`config.mk`:
```
export PLATFORM = sky130hd
export DESIGN_NAME = fetch_queue
export DESIGN_NICKNAME = d
export VERILOG_FILES = /design/src/rtl/fetch_pkg.sv /design/src/rtl/fq_fifo.sv /design/src/rtl/fetch_queue.sv
export SDC_FILE = /design/constraint.sdc
export NUM_CORES = 1
export LEC_CHECK = 0
export ABC_AREA = 0
export CAP_MARGIN = 20
export CORE_ASPECT_RATIO = 1.1
export CORE_MARGIN = 1
export CORE_UTILIZATION = 50
export CTS_BUF_LIST = sky130_fd_sc_hd__clkbuf_8
export CTS_CLUSTER_DIAMETER = 200
export DETAILED_ROUTE_END_ITERATION = 10
export PLACE_DENSITY = 0.83
export SLEW_MARGIN = 20
export SYNTH_ARGS = -nofsm -noshare
export SYNTH_HDL_FRONTEND = slang
export SYNTH_SLANG_ARGS = --single-unit
```
`constraint.sdc`:
```
create_clock -name clk -period 5.9 [get_ports clk]
set_input_delay 1.18 -clock clk [delete_from_list [all_inputs] [get_ports clk]]
set_output_delay 1.18 -clock clk [all_outputs]
set_load 0.03 [all_outputs]
```
`src/rtl/fetch_pkg.sv`:
```
// Shared types for the stage-0 fetch queue.
// State encoding, queue entry layout and default sizes.
package fetch_pkg;

  localparam int FQ_DEPTH     = 4;
  localparam int FQ_ADDR_LEN  = 12;
  localparam int FQ_INSTR_LEN = 19;

  typedef enum logic [1:0] {
    IDLE = 2'd0,
    WAIT = 2'd1,
    DROP = 2'd2
  } fetch_state_t;

  typedef struct packed {
    logic [FQ_ADDR_LEN-1:0]  pc_plus1;
    logic [FQ_INSTR_LEN-1:0] instruction;
  } fq_entry_t;

endpackage

```
`src/rtl/fq_fifo.sv`:
```
// Circular buffer of fetch entries with clear, push and pop.
// Clear wins over push/pop; pointers wrap modulo DEPTH.
module fq_fifo
  import fetch_pkg::*;
#(
  parameter int  DEPTH   = FQ_DEPTH,
  parameter type entry_t = fq_entry_t
) (
  input  logic                   clk,
  input  logic                   rst,
  input  logic                   push,
  input  logic                   pop,
  input  logic                   clear,
  input  entry_t                 din,
  output logic [$clog2(DEPTH):0] count,
  output entry_t                 head
);

  localparam int PW = $clog2(DEPTH);
  localparam int CW = PW + 1;

  entry_t          mem_q [DEPTH];
  logic [PW-1:0]   wr_q;
  logic [PW-1:0]   rd_q;
  logic [CW-1:0]   cnt_q;

  // Storage, pointers and occupancy update.
  always_ff @(posedge clk or posedge rst) begin
    if (rst) begin
      for (int i = 0; i < DEPTH; i++) begin
        mem_q[i] <= '0;
      end
      wr_q  <= '0;
      rd_q  <= '0;
      cnt_q <= '0;
    end else if (clear) begin
      wr_q  <= '0;
      rd_q  <= '0;
      cnt_q <= '0;
    end else begin
      if (push) begin
        mem_q[wr_q] <= din;
        wr_q        <= wr_q + PW'(1);
      end
      if (pop) begin
        rd_q <= rd_q + PW'(1);
      end
      cnt_q <= cnt_q + CW'(push) - CW'(pop);
    end
  end

  assign count = cnt_q;
  assign head  = mem_q[rd_q];

endmodule

```
`src/rtl/fetch_queue.sv`:
```
// Stage-0 fetch: issues imem requests, queues words with PC+1.
// Optional FETCH_QUEUE_BYPASS_EN forwards an ack straight out when empty.
module fetch_queue
  import fetch_pkg::*;
#(
  parameter int ADDRESS_LEN     = FQ_ADDR_LEN,
  parameter int INSTRUCTION_LEN = FQ_INSTR_LEN,
  parameter int DEPTH           = FQ_DEPTH
) (
  input  logic                       clk,
  input  logic                       rst,
  input  logic                       redirect,
  input  logic [ADDRESS_LEN-1:0]     redirect_pc,
  output logic                       imem_req,
  output logic [ADDRESS_LEN-1:0]     imem_addr,
  input  logic                       imem_ack,
  input  logic [INSTRUCTION_LEN-1:0] imem_data,
  output logic                       out_valid,
  input  logic                       out_ready,
  output logic [INSTRUCTION_LEN-1:0] out_instruction,
  output logic [ADDRESS_LEN-1:0]     out_pc_plus1
);

  localparam int CW = $clog2(DEPTH) + 1;

  typedef struct packed {
    logic [ADDRESS_LEN-1:0]     pc_plus1;
    logic [INSTRUCTION_LEN-1:0] instruction;
  } fq_slot_t;

  fetch_state_t           state_q, state_d;
  logic [ADDRESS_LEN-1:0] pc_q, pc_d;
  logic [ADDRESS_LEN-1:0] addr_q, addr_d;
  logic [ADDRESS_LEN-1:0] pc_inc;
  logic [CW-1:0]          count, count_nx;
  fq_slot_t               head, din;
  logic                   fifo_valid;
  logic                   ack_live;
  logic                   push, pop;
  logic                   slot_free;

  assign pc_inc     = pc_q + ADDRESS_LEN'(1);
  assign fifo_valid = (count != '0);
  assign ack_live   = (state_q == WAIT) && imem_ack && !redirect;
  assign pop        = fifo_valid && out_ready && !redirect;
  assign din        = '{pc_plus1: pc_inc, instruction: imem_data};

`ifdef FETCH_QUEUE_BYPASS_EN
  logic byp;
  assign byp  = ack_live && !fifo_valid;
  assign push = ack_live && !(byp && out_ready);
  assign out_valid       = fifo_valid || byp;
  assign out_instruction = byp ? imem_data : head.instruction;
  assign out_pc_plus1    = byp ? pc_inc : head.pc_plus1;
`else
  assign push = ack_live;
  assign out_valid       = fifo_valid;
  assign out_instruction = head.instruction;
  assign out_pc_plus1    = head.pc_plus1;
`endif

  // Occupancy after this edge decides whether another fetch fits.
  assign count_nx  = redirect ? '0 : count + CW'(push) - CW'(pop);
  assign slot_free = (count_nx < CW'(DEPTH));

  assign imem_req  = (state_q == WAIT) || (state_q == DROP);
  assign imem_addr = addr_q;

  fq_fifo #(
    .DEPTH   (DEPTH),
    .entry_t (fq_slot_t)
  ) u_fifo (
    .clk   (clk),
    .rst   (rst),
    .push  (push),
    .pop   (pop),
    .clear (redirect),
    .din   (din),
    .count (count),
    .head  (head)
  );

  // Request FSM: address only moves when a new request starts.
  always_comb begin
    state_d = state_q;
    pc_d    = pc_q;
    addr_d  = addr_q;
    unique case (state_q)
      IDLE: begin
        if (redirect) pc_d = redirect_pc;
        if (slot_free) begin
          state_d = WAIT;
          addr_d  = pc_d;
        end
      end
      WAIT: begin
        if (redirect) begin
          pc_d    = redirect_pc;
          state_d = imem_ack ? IDLE : DROP;
        end else if (imem_ack) begin
          pc_d = pc_inc;
          if (slot_free) addr_d  = pc_inc;
          else           state_d = IDLE;
        end
      end
      DROP: begin
        if (redirect) pc_d = redirect_pc;
        if (imem_ack) state_d = IDLE;
      end
      default: state_d = IDLE;
    endcase
  end

  // State, fetch PC and held request address.
  always_ff @(posedge clk or posedge rst) begin
    if (rst) begin
      state_q <= IDLE;
      pc_q    <= '0;
      addr_q  <= '0;
    end else begin
      state_q <= state_d;
      pc_q    <= pc_d;
      addr_q  <= addr_d;
    end
  end

endmodule
```
==> out/results.ini, run 1 <==
[worst_setup_path]
cp_max_fo = 23
arrival_ps = 2890
cp-end-kind = primary output
path_class = reg2out
required_ps = 4720
critPathLaunchType = flip-flop

[clocking]
cts_tree = yes
clk_path_buf_depth = 2
cts.sink_count = 157
clock_latency_ps = 460
cts_resized = 0
clkTransAtPathRegs_ps = 80
root_buffer = clkbuf_8
cts_setup_buffers = 0
cts.hold.buffers_added = 0
numCtsBuffers = 17
cts_htree_levels = 4

[finish]
regArea_sq_um = 3930
syn_to_final_growth_pct = 18.4
design_area_sq_um = 8770
multi_input_area_sq_um = 3260
antenna_cells = 0
nNetsFinal = 703
fill_cells = 1095
drive_gt1_share_pct = 26.5
finalNonFillerCells = 861

[synthesis]
synth_area_leader_cell = dfrtp_1
async_reset_ff_share_pct = 100
yosysWarnings = 0
synth_edf_count = 0
syn_nets = 629
synth-seq-area-share_pct = 53.1
netlist_area_sq_um = 7400
synth.top_cell.area_share_pct = 53.1
synth_area_leaders = dfrtp_1 (53%), mux2_2 (14%), mux4_2 (9.4%)
synthFlopType = dfrtp_1
synthCells = 582
syn_avg_cell_area_sq_um = 12.7
synth_cell_types = 57
ys_seq_elements = 157

[sta]
finalSetupViolCount = 0
final.setup_skew_ps = 14.2
finalHoldViolCount = 0
maxSlewViolCount = 0
period_share_pct = 69.1
tightest_slew_ps = 793
timing.fmax_mhz = 245
rsz0062_at_grt = no
final.min_clock_period_ps = 4070
setup_tns_ps = 0
max-slew-margin-rel_pct = 47.1

[global_route]
gr-usage-met1_pct = 29.2
grt_max_degree = 117
grt.busiest_layer = met2
grt_pass1_vias = 5290
grt.total_usage_pct = 22.7
grtUsageMet3_pct = 5.28
grt_pass1_wl_microns = 26800
grt_util_met2_pct = 38.3
overflow = 0
antenna_found_initial = 0

[placement]
routabilityCongestion = 0.849
place_area_sq_um = 8390
hpwl_microns = 10600
io_buffers = 80
dp.cells = 829

[floorplanning]
rows = 46
die_height_microns = 130
start_util_pct = 51.2
ios = 81
fp.dieW_microns = 118
die_area_sq_um = 15300
coreArea_sq_um = 14400

[routing]
ant_nets = 0
vias = 5019
wl_per_cell_microns = 18.5
drc = 0
wl_microns = 15900
first_iter_violations = 422
dr.pass1.iters = 5
via_per_inst = 5.83

[power_and_ir_drop]
p_per_area_nw_per_um2 = 551
power_switching_uw = 1920
switching_share_pct = 39.8
vdd_drop_max_mv = 0.350
power_frac_seq_pct = 36.7
p_total_uw = 4830
combPwrFrac_pct = 47.6
power.internal_uw = 2910
p_leak_uw = 0.00380
clkPwrFrac_pct = 15.8

[job]
maxCapViolations = 0

[worst_hold_path]
hold_path.class = reg2reg

[run_status]
outcome = completed

-- cell type report --
cell class,instances,area share [%]
multi-input combinational,376,37.2
tap,192,2.74
clock inverter,15,1.58
clock buffer,17,2.67
timing repair buffer,91,10.3
inverter,13,0.642
sequential,157,44.8
-- cells by family after synthesis --
family	Yosys count	synth area share, %
buffers and inverters	49	2.89
XOR/XNOR	11	1.76
AO/OA/AOI/OAI	116	9.64
multiplexers	122	23.2
adder cells (fa/ha/maj)	11	1.96
AND/OR/NAND/NOR	116	7.42
flip-flops	157	53.1
-- path summary, 6_finish.rpt --
check                                       from                   to  slack (ps)  cells past startpoint
worst max-delay path              u_fifo.rd_q[0]  out_instruction[12]        1830                      3
worst min-delay path            u_fifo.mem_q[57]     u_fifo.mem_q[57]         480                      2
worst max register to register   u_fifo.count[1]         imem_addr[5]        2710                     12
worst min register to register  u_fifo.mem_q[57]     u_fifo.mem_q[57]         480                      2
max in group asynchronous                    rst     u_fifo.mem_q[79]        3560                      3
min in group asynchronous                    rst           state_q[1]        1260                      2
-- per-layer routing --
metal,wire length (microns),up-vias
met5,0,-
met1,6790,2556
met4,202,0
met2,8100,169
met3,839,15
li1,-,2279
-- registers in the layout, indices dropped and copies added (netlist names) --
signal	cells
state_q	2
imem_addr	12
pc_q	12
u_fifo.rd_q	2
u_fifo.count	3
u_fifo.wr_q	2
u_fifo.mem_q	124
-- synthesized netlist by cell type (all sizes together) (5+ instances only) --
| cell type | number |
|---|---|
| xnor2 | 5 |
| dfrtp | 157 |
| nor2b | 11 |
| a211oi | 7 |
| o22ai | 5 |
| inv | 12 |
| a21oi | 12 |
| nor2 | 9 |
| nand2 | 62 |
| ha | 10 |
| and2 | 5 |
| a31oi | 5 |
| mux4 | 31 |
| or3 | 5 |
| clkbuf | 17 |
| buf | 19 |
| mux2 | 89 |
| o21ai | 59 |
| a22oi | 6 |
| nor3 | 6 |
| nand3 | 9 |
-- through the flow --
stage	hold slack (ps)	worst slack, ps	util [%]
6_report	483	1830	60.7
5_1_grt	509	1640	60.7
4_1_cts	486	1750	60.6
3_5_place_dp	467	1910	58.0
3_3_place_gp	456	1980	57.9
2_1_floorplan	445	485	-
-- power by group through the flow --
stage / logic, uW / registers [uW] / clock network [uW]
after floorplan: 1610 / 1730 / 0
after global placement: 2220 / 1750 / 0
after detailed placement: 2290 / 1790 / 0
after CTS: 2300 / 1770 / 779
after global routing: 2470 / 1830 / 827
final: 2300 / 1770 / 762
-- critical path: stages (launching register included) --
cell and delay [ps]:
dfrtp_2 890, buf_4 380, mux4_2 550, clkdlybuf4s50_1 610
-- placed cells by master, fill, tap and decap left out, types with 4 or more instances in the layout --
cell type        netlist  final
clkbuf_8               0     17
mux2_2                89     89
a31oi_1                5      5
a21oi_1               12     12
nand3_1                8      8
o211ai_1               4      4
and2_1                 4      4
nor2_1                 9      9
inv_6                  0      6
nor3_1                 6      6
clkdlybuf4s50_1        0     80
dfrtp_1              157    156
nor2b_1               11     11
xnor2_1                5      5
a211oi_1               7      7
or3_1                  4      4
inv_1                 12     11
a22oi_1                6      6
o21ai_0               57     57
xor2_1                 4      4
o22ai_1                5      5
ha_1                  10     10
nand2_1               61     59
mux4_2                31     31
buf_4                  1     10
No activity file was read; power rests on OpenSTA's default activity.
==> run 2, diff against run 1 <==
==> constraint.sdc (replaced) <==
create_clock -name clk -period 3.85 [get_ports clk]
set_input_delay 0.77 -clock clk [delete_from_list [all_inputs] [get_ports clk]]
set_output_delay 0.77 -clock clk [all_outputs]
set_load 0.03 [all_outputs]
==> out/results.ini, run 2 (same netlist as run 1, synthesis figures left out) <==
[finish]
multi_input_area_sq_um = 3260  ; about the same
fill_cells = 1106  ; was 1095
final_common_cell = dfrtp_1  ; unchanged
regArea_sq_um = 3930  ; unchanged
syn_to_final_growth_pct = 19.3  ; was 18.4%
antenna_cells = 0  ; unchanged
largest-register = u_fifo.mem_q  ; unchanged
finalNonFillerCells = 860  ; was 861
nNetsFinal = 703  ; unchanged
largest_reg_flops = 124  ; unchanged
fin_util_pct = 61.1  ; was 60.7%
drive_gt1_share_pct = 25.9  ; was 26.5%
mostFrequentLayoutCells = dfrtp_1 (156), mux2_2 (89), clkdlybuf4s50_1 (80)  ; unchanged

[floorplanning]
fp.dieW_microns = 118  ; unchanged
coreArea_sq_um = 14400  ; unchanged
start_util_pct = 51.2  ; unchanged
die_area_sq_um = 15300  ; unchanged
die_height_microns = 130  ; unchanged
ios = 81  ; unchanged
rows = 46  ; unchanged

[clocking]
clock_latency_ps = 450  ; was 460 ps
numCtsBuffers = 17  ; unchanged
cts_tree = yes  ; unchanged
root_buffer = clkbuf_8  ; unchanged
cts.sink_count = 157  ; unchanged
cts_setup_buffers = 0  ; unchanged
cts.hold.buffers_added = 0  ; unchanged
clk_path_buf_depth = 2  ; unchanged
cts_htree_levels = 4  ; unchanged
clkTransAtPathRegs_ps = 80  ; about the same
cts_resized = 0  ; unchanged

[run_status]
outcome = completed  ; unchanged

[power_and_ir_drop]
vdd_drop_max_mv = 0.547  ; was 0.350 mV
p_per_area_nw_per_um2 = 861  ; was 551 nW/um^2
p_total_uw = 7600  ; was 4830 uW
p_leak_uw = 0.00382  ; was 0.00380 uW

[routing]
dr.pass1.iters = 6  ; was 5
wl_microns = 16200  ; was 15900 microns
wl_per_cell_microns = 18.8  ; was 18.5 microns
vias = 5075  ; was 5019
ant_nets = 0  ; unchanged
drc = 0  ; unchanged
via_per_inst = 5.90  ; was 5.83
first_iter_violations = 306  ; was 422

[placement]
dpl_worst_slack_ps = 365  ; was 1910 ps
hpwl_microns = 10700  ; was 10600 microns
routabilityCongestion = 0.938  ; was 0.849
io_buffers = 80  ; unchanged
dp.cells = 829  ; unchanged

[sta]
finalWorstSetupSlack_ps = 450  ; was 1830 ps
max-slew-margin-rel_pct = 55.0  ; was 47.1%
setup_tns_ps = 0  ; unchanged
final.min_clock_period_ps = 3400
final.setup_skew_ps = 9.65  ; was 14.2 ps
tightest_slew_ps = 675  ; was 793 ps
finalSetupViolCount = 0  ; unchanged
maxSlewViolCount = 0  ; unchanged
finalHoldViolCount = 0  ; unchanged
timing.fmax_mhz = 294
rsz0062_at_grt = no  ; unchanged
period_share_pct = 88.3

[global_route]
grt_pass1_vias = 5383  ; was 5290
overflow = 0  ; unchanged
antenna_found_initial = 0  ; unchanged
grt_max_degree = 80  ; was 117
grt_pass1_wl_microns = 26700  ; was 26800 microns
grt.total_usage_pct = 22.7  ; about the same

[worst_setup_path]
critPathLaunchType = flip-flop  ; unchanged
reg2reg_depth = 12  ; unchanged
rrSetupSlack_ps = 700  ; was 2710 ps
r2r-start = u_fifo.count[1]  ; unchanged
cp-end-kind = primary output  ; unchanged
arrival_ps = 2630  ; was 2890 ps
r2r-end = imem_addr[8]  ; was imem_addr[5]
required_ps = 3080  ; was 4720 ps
cp_max_fo = 16  ; was 23
path_class = reg2out  ; unchanged

[job]
maxCapViolations = 0  ; unchanged

[worst_hold_path]
worstHoldStart = u_fifo.mem_q[115]  ; was u_fifo.mem_q[57]
whs_path_depth = 2  ; unchanged
holdPathEnd = u_fifo.mem_q[115]  ; was u_fifo.mem_q[57]
hold_path.class = reg2reg  ; unchanged

==> run 2: final cells by class <==
cell class                 count  share of cell area [%]
timing repair buffer          91                    10.3
sequential                   157                    44.5
inverter                      13                   0.595
clock inverter                13                    2.15
multi-input combinational    376                    36.9
tap                          192                    2.72
clock buffer                  18                    2.81
==> run 2: routing by layer <==
metal / vias to the layer above / wire length, microns / global-route usage [%] / part of all wire (%)
met1: 2607 / 6860 / 28.4 / 42
met3: 30 / 729 / 4.05 / 4.5
met2: 167 / 8260 / 38.7 / 51
li1: 2271 / - / - / -
met4: 0 / 341 / 10.3 / 2.1
met5: - / 0 / 0 / 0
==> run 2: worst max-delay path by stage <==
stage,endpoint,cells after the start,start
6_report,out_pc_plus1[11],3,u_fifo.rd_q[0]
5_1_grt,out_pc_plus1[11],3,u_fifo.rd_q[0]
4_1_cts,out_pc_plus1[11],3,u_fifo.rd_q[0]
3_5_place_dp,imem_addr[11],11,redirect
3_3_place_gp,imem_addr[7],11,redirect
2_1_floorplan,imem_addr[0],13,redirect
==> run 2: power by group <==
| group | switching [uW] | internal, uW |
|---|---|---|
| Sequential | 431 | 2260 |
| Clock | 609 | 724 |
| Combinational | 1890 | 1690 |
==> run 2: critical path, stage by stage (launching register included) <==
cell and delay (ps):
dfrtp_2 580, buf_4 400, mux4_2 540, clkdlybuf4s50_1 640
==> run 2: stage by stage <==
step	hold slack [ps]	cell area, sq um
after floorplan	445	7400
after global placement	456	8390
after detailed placement	467	8390
after CTS	487	8830
after global routing	506	8830
final	480	8830
